[config.mk]
export PLATFORM = sky130hd
export DESIGN_NAME = count8_ld
export DESIGN_NICKNAME = d
export VERILOG_FILES = /design/src/rtl/count8_ld.sv
export SDC_FILE = /design/constraint.sdc
export NUM_CORES = 1
export LEC_CHECK = 0
export CAP_MARGIN = 0
export CORE_AREA = 10 10 47 49
export DETAILED_ROUTE_END_ITERATION = 7
export DIE_AREA = 0 0 57 59
export PLACE_DENSITY = 0.65
export SYNTH_ARGS = -nofsm -noshare
export SYNTH_HDL_FRONTEND = slang
export SYNTH_SLANG_ARGS = --single-unit
[constraint.sdc]
create_clock -name clk -period 1.31 [get_ports clk]
set_input_delay 0.262 -clock clk [delete_from_list [all_inputs] [get_ports clk]]
set_output_delay 0.262 -clock clk [all_outputs]
set_load 0.01 [all_outputs]
[src/rtl/count8_ld.sv]
// Loadable up-counter with carry-out, cascadable into wider synchronous counters.
// Latency: one clock for count/load/reset; co is combinational from ci and q.
// Backpressure: none; ci acts as the count enable and the block always accepts it.
module count8_ld #(
  parameter int WIDTH = 8
) (
  input  logic             clk,
  input  logic             rst,
  input  logic [WIDTH-1:0] d,
  input  logic             ci,
  input  logic             ld,
  output logic [WIDTH-1:0] q,
  output logic             co
);

  localparam logic [WIDTH-1:0] ALL_ONES = {WIDTH{1'b1}};
  localparam logic [WIDTH-1:0] ZERO     = {WIDTH{1'b0}};
  localparam logic [WIDTH-1:0] ONE      = {{(WIDTH-1){1'b0}}, 1'b1};

  logic [WIDTH-1:0] q_q;
  logic [WIDTH-1:0] q_d;

  // Next-state selection: load beats count beats hold; reset is applied in the register.
  always_comb begin
    q_d = q_q;
    if (ld) begin
      q_d = d;
    end else if (ci) begin
      // Natural modulo wrap: all-ones plus one truncates to zero.
      q_d = q_q + ONE;
    end
  end

  // Counter register with synchronous reset; no power-up value is assumed.
  always_ff @(posedge clk) begin
    if (rst) begin
      q_q <= ZERO;
    end else begin
      q_q <= q_d;
    end
  end

  assign q = q_q;

  // Carry depends only on the registered count and ci, so a chain of instances
  // (co -> ci) ripples the enable combinationally within one cycle.
  assign co = ci & (q_q == ALL_ONES);

endmodule

Word level (Yosys, flattened, before mapping)
Index checks and enable logic that the tools add are counted.

Register bits after elaboration: 8. Logic and storage cells: 7. Input bits: 12. Output and inout bits: 9.

Eq/ne operators: 1. Add/subtract/negate cells: 1. Mux-type cells: 2. Reductions and logical operators: 1. Bitwise logic cells: 1.

Operators with widths (count): $mux W8 (2); $add A8 B1 Y8 const B (1); $eq A8 B8 Y1 const B (1); $reduce_bool A2 Y1 (1); $and A1 B1 Y1 (1).

Logic depth before layout (Yosys ltp)
Depth in word-level cells: 3. Mapped depth: 4. Depth with buffers taken out: 4.

Worst setup path after synthesis
Ideal clock, no wire load.

Kind: reg-to-reg. Start point: reg q_q[0], in the netlist q[0]. End point: reg q_q[6], in the netlist q[6]. Required time: 1.219 ns. Period minus slack after synthesis: 1.344 ns. Cell stages (with the launch flop): 5. Path buffers: 0. Slack: -0.034 ns. Data arrival time: 1.253 ns. Library setup time: 0.091 ns. Path through: dfxtp_1 > ha_1 > nand3_1 > or3_1 > a311oi_1.

Cells in the longest elaborated chain, start to end: 3.

Ends and longest elaborated chain: start: declaration (RTL line 20) `logic [WIDTH-1:0] q_q;`; start signal: assignment (RTL line 39) `q_q <= q_d;`; $add A8 B1 Y8 (RTL line 30) `q_d = q_q + ONE;`; $mux W8 (RTL line 28) `end else if (ci) begin`; $mux W8 (RTL line 26) `if (ld) begin`.

No other way between the ends. The select of a mux whose other input is x is not followed. A chain may end at the register's enable or synchronous reset.

Worst setup path after layout
Start point: reg q_q[1], in the netlist q[1]. End point: reg q_q[6], in the netlist q[6].

The elaborated chain is that of the path after synthesis.

==> run summary <==
FF+latch count, synth: 8
Worst-Margin Slew: 329 ps
Final Skew: 3.99 ps
Period minus WS final: 1320 ps
vias in the first global route: 542
CTS HTree Levels: 1
drt via density: 4.90
Seq/Total Area, Yosys: 0.389
synth unique cells: 18
dpl cells: 99
antenna viol nets, final: 0
dpl hpwl: 1020 um
Comb power frac: 0.277
WP data required: 1480 ps
family with the most delay on the worst path: simple AND/OR/NAND/NOR gates
Slowest cell on crit path: dfxtp_2
critical path's largest stage delay: 350 ps
number of I/O pins: 21
core area: 1400 sq um
Yosys Warn Count: 0
Vert. Die Dim: 59 um
Final TNS setup: -23.8 ps
largest net degree at the start of global routing: 9
die width: 57 um
share of layout cells above drive strength 1: 0.360
P_sw: 0.177 mW
via count: 514
worst vdd ir: 0.492 mV
CTS max path bufs: 2
Synth top area share: 0.389
First-pass DRT Iterations: 3
Pleak: 0.352 nW
Final Util: 0.587
WS Path Type: flop to flop
cts bufs inserted: 3
max-slew violation count: 0
met3 WL post-DR: 134 um
antenna violations before repair: 0
IO buf count: 20
Rows: 14
DR iter-0 viols: 2
Syn Area/Cell: 8.23 sq um
Achievable Freq: 756 MHz
worst path arrival time: 1490 ps
Seq pwr share: 0.425
# setup viols final: 2
Global Route Usage Sum: 0.0850
Max FO, Critical Path: 2
max cap viols: 0
CP endpoint kind: flop
Int Power: 0.472 mW
final instance area: 822 sq um
# nets final: 104
Yosys top cell by area: dfxtp_1
initial core utilization: 0.294
status: complete, but fails checks
routed wire length: 1340 um
worst path cell trace: ha_4 > nand3_4 > buf_4 > or3_1 > a311oi_1
Worst setup SP type: flop
FF-to-FF setup slack: -10 ps
failing checks: negative setup slack
FILL cells: 137
cts hold-fix bufs: 0
Worst Hold Class: primary input to flop
clock power share: 0.298
fin cells: 105
global route total overflow: 0
Final Wtd Congestion: 0.758
DR WL/cell: 12.8 um
Final WS setup: -12.2 ps
area of the die: 3360 sq um
max reg flops: 8
sw frac: 0.273
DRC Markers: 0
synthesized net count: 63
final period utilization: 1.01
Post-Place Cell Area: 739 sq um
area growth from synthesis to layout: 99.7%
Area contributors post-synth: dfxtp_1 39%, xor2_1 8.5%, a311oi_1 6.4%, a211oi_1 5.5%, nand2_1 5.5%
PwrDens: 789 nW/um^2
Antenna diodes: 0
Hold Vio Cnt, Final: 0
global-route wire length before repair: 2270 um
RSZ-0062 raised after global routing: true
Buf+Inv Stages, Crit Path: 1
clock latency at the later pin of the worst-skew pair: 260 ps
max_slew headroom: 0.780
Post-Syn Area: 412 sq um
Clock Sinks: 8
CTS root buf: clkbuf_4
Top Metal Used: met4
WL met1: 583 um
CTS tree: yes
met2 WL post-DR: 595 um
Gate Count Post-Synth: 50
Clk pin slew, worst setup/hold paths: 60 ps
==> stage by stage <==
stage | hold WS, ps | setup slack (ps) | power [mW]
after global placement | 617 | -515 | 0.451
after global routing | 558 | -93.3 | 0.689
after CTS | 542 | -34.1 | 0.648
final | 542 | -12.2 | 0.648
after floorplan | 390 | 39.3 | 0.336
after detailed placement | 623 | -521 | 0.454
==> timing repair <==
action | CTS | global route
cloned | 0 | 0
pin swaps | 4 | 5
resized for setup | 20 | 5
buffers inserted | 1 | 2
endpoints found under the setup margin | 13 | 6
==> Yosys cell counts (all sizes together) <==
| library cell | number |
|---|---|
| mux2 | 1 |
| clkbuf | 1 |
| or3 | 3 |
| a211oi | 3 |
| nand4 | 3 |
| nor3 | 1 |
| buf | 1 |
| a21oi | 2 |
| xor2 | 4 |
| dfxtp | 8 |
| a311oi | 3 |
| nand3 | 2 |
| nand2 | 6 |
| ha | 1 |
| nor2 | 6 |
| inv | 2 |
| o21ai | 3 |
==> cell type report <==
type / instances / area (sq um) / area share
Timing Repair Buffer: 38 / 325 / 0.396
Multi-Input combinational cell: 38 / 282 / 0.342
Sequential cell: 8 / 165 / 0.201
Clock buffer: 3 / 22.5 / 0.0274
Tap cell: 16 / 20.0 / 0.0244
Inverter: 2 / 7.51 / 0.00913
==> power groups by stage <==
stage	sequential, mW	clock, mW	combinational (mW)
2_1_floorplan	0.294	0	0.0420
3_3_place_gp	0.276	0	0.175
3_5_place_dp	0.276	0	0.177
4_1_cts	0.274	0.200	0.174
5_1_grt	0.277	0.214	0.198
6_report	0.275	0.194	0.180
==> worst reg2reg max path, stage by stage (launching register included) <==
cell,delay [ps]
dfxtp_2,350
ha_4,150
nand3_4,60
buf_4,140
or3_1,300
a311oi_1,240
==> final timing paths <==
kind	start	cells after the start	end
worst max-delay path	q[1]	5	q[6]
worst min-delay path	d[0]	3	q[0]
worst max register to register	q[1]	5	q[6]
worst min register to register	q[7]	3	q[7]
==> cells in the final DEF, fill, tap and decap left out <==
master           netlist  final
a211oi_1               3      3
a21oi_1                2      2
a311oi_1               3      2
a311oi_2               0      1
buf_2                  0      1
buf_4                  0     17
buf_6                  0      1
clkbuf_4               0      3
clkdlybuf4s15_1        0      2
clkdlybuf4s50_1        0     10
dfxtp_1                8      4
dfxtp_2                0      4
dlygate4sd2_1          0      7
ha_4                   0      1
inv_1                  2      2
mux2_2                 1      1
nand2_1                6      6
nand3_1                2      1
nand3_4                0      1
nand4_1                2      2
nand4_4                0      1
nor2_1                 6      6
nor3_2                 0      1
o21ai_0                3      3
or3_1                  3      3
xor2_1                 4      4
==> cells by family after synthesis <==
group | count (synthesis) | share of synthesized area
buf+inv | 4 | 0.0365
flops | 8 | 0.389
compound gates | 11 | 0.179
mux | 1 | 0.0274
simple gates | 21 | 0.252
fa+ha+maj | 1 | 0.0304
xor+xnor | 4 | 0.0851
==> routing by layer <==
metal,global-route usage,vias up
li1,-,261
met4,0.0537,0
met2,0.135,18
met5,0,-
met3,0.0451,5
met1,0.0864,230
Power figures use the tool's default switching activity.
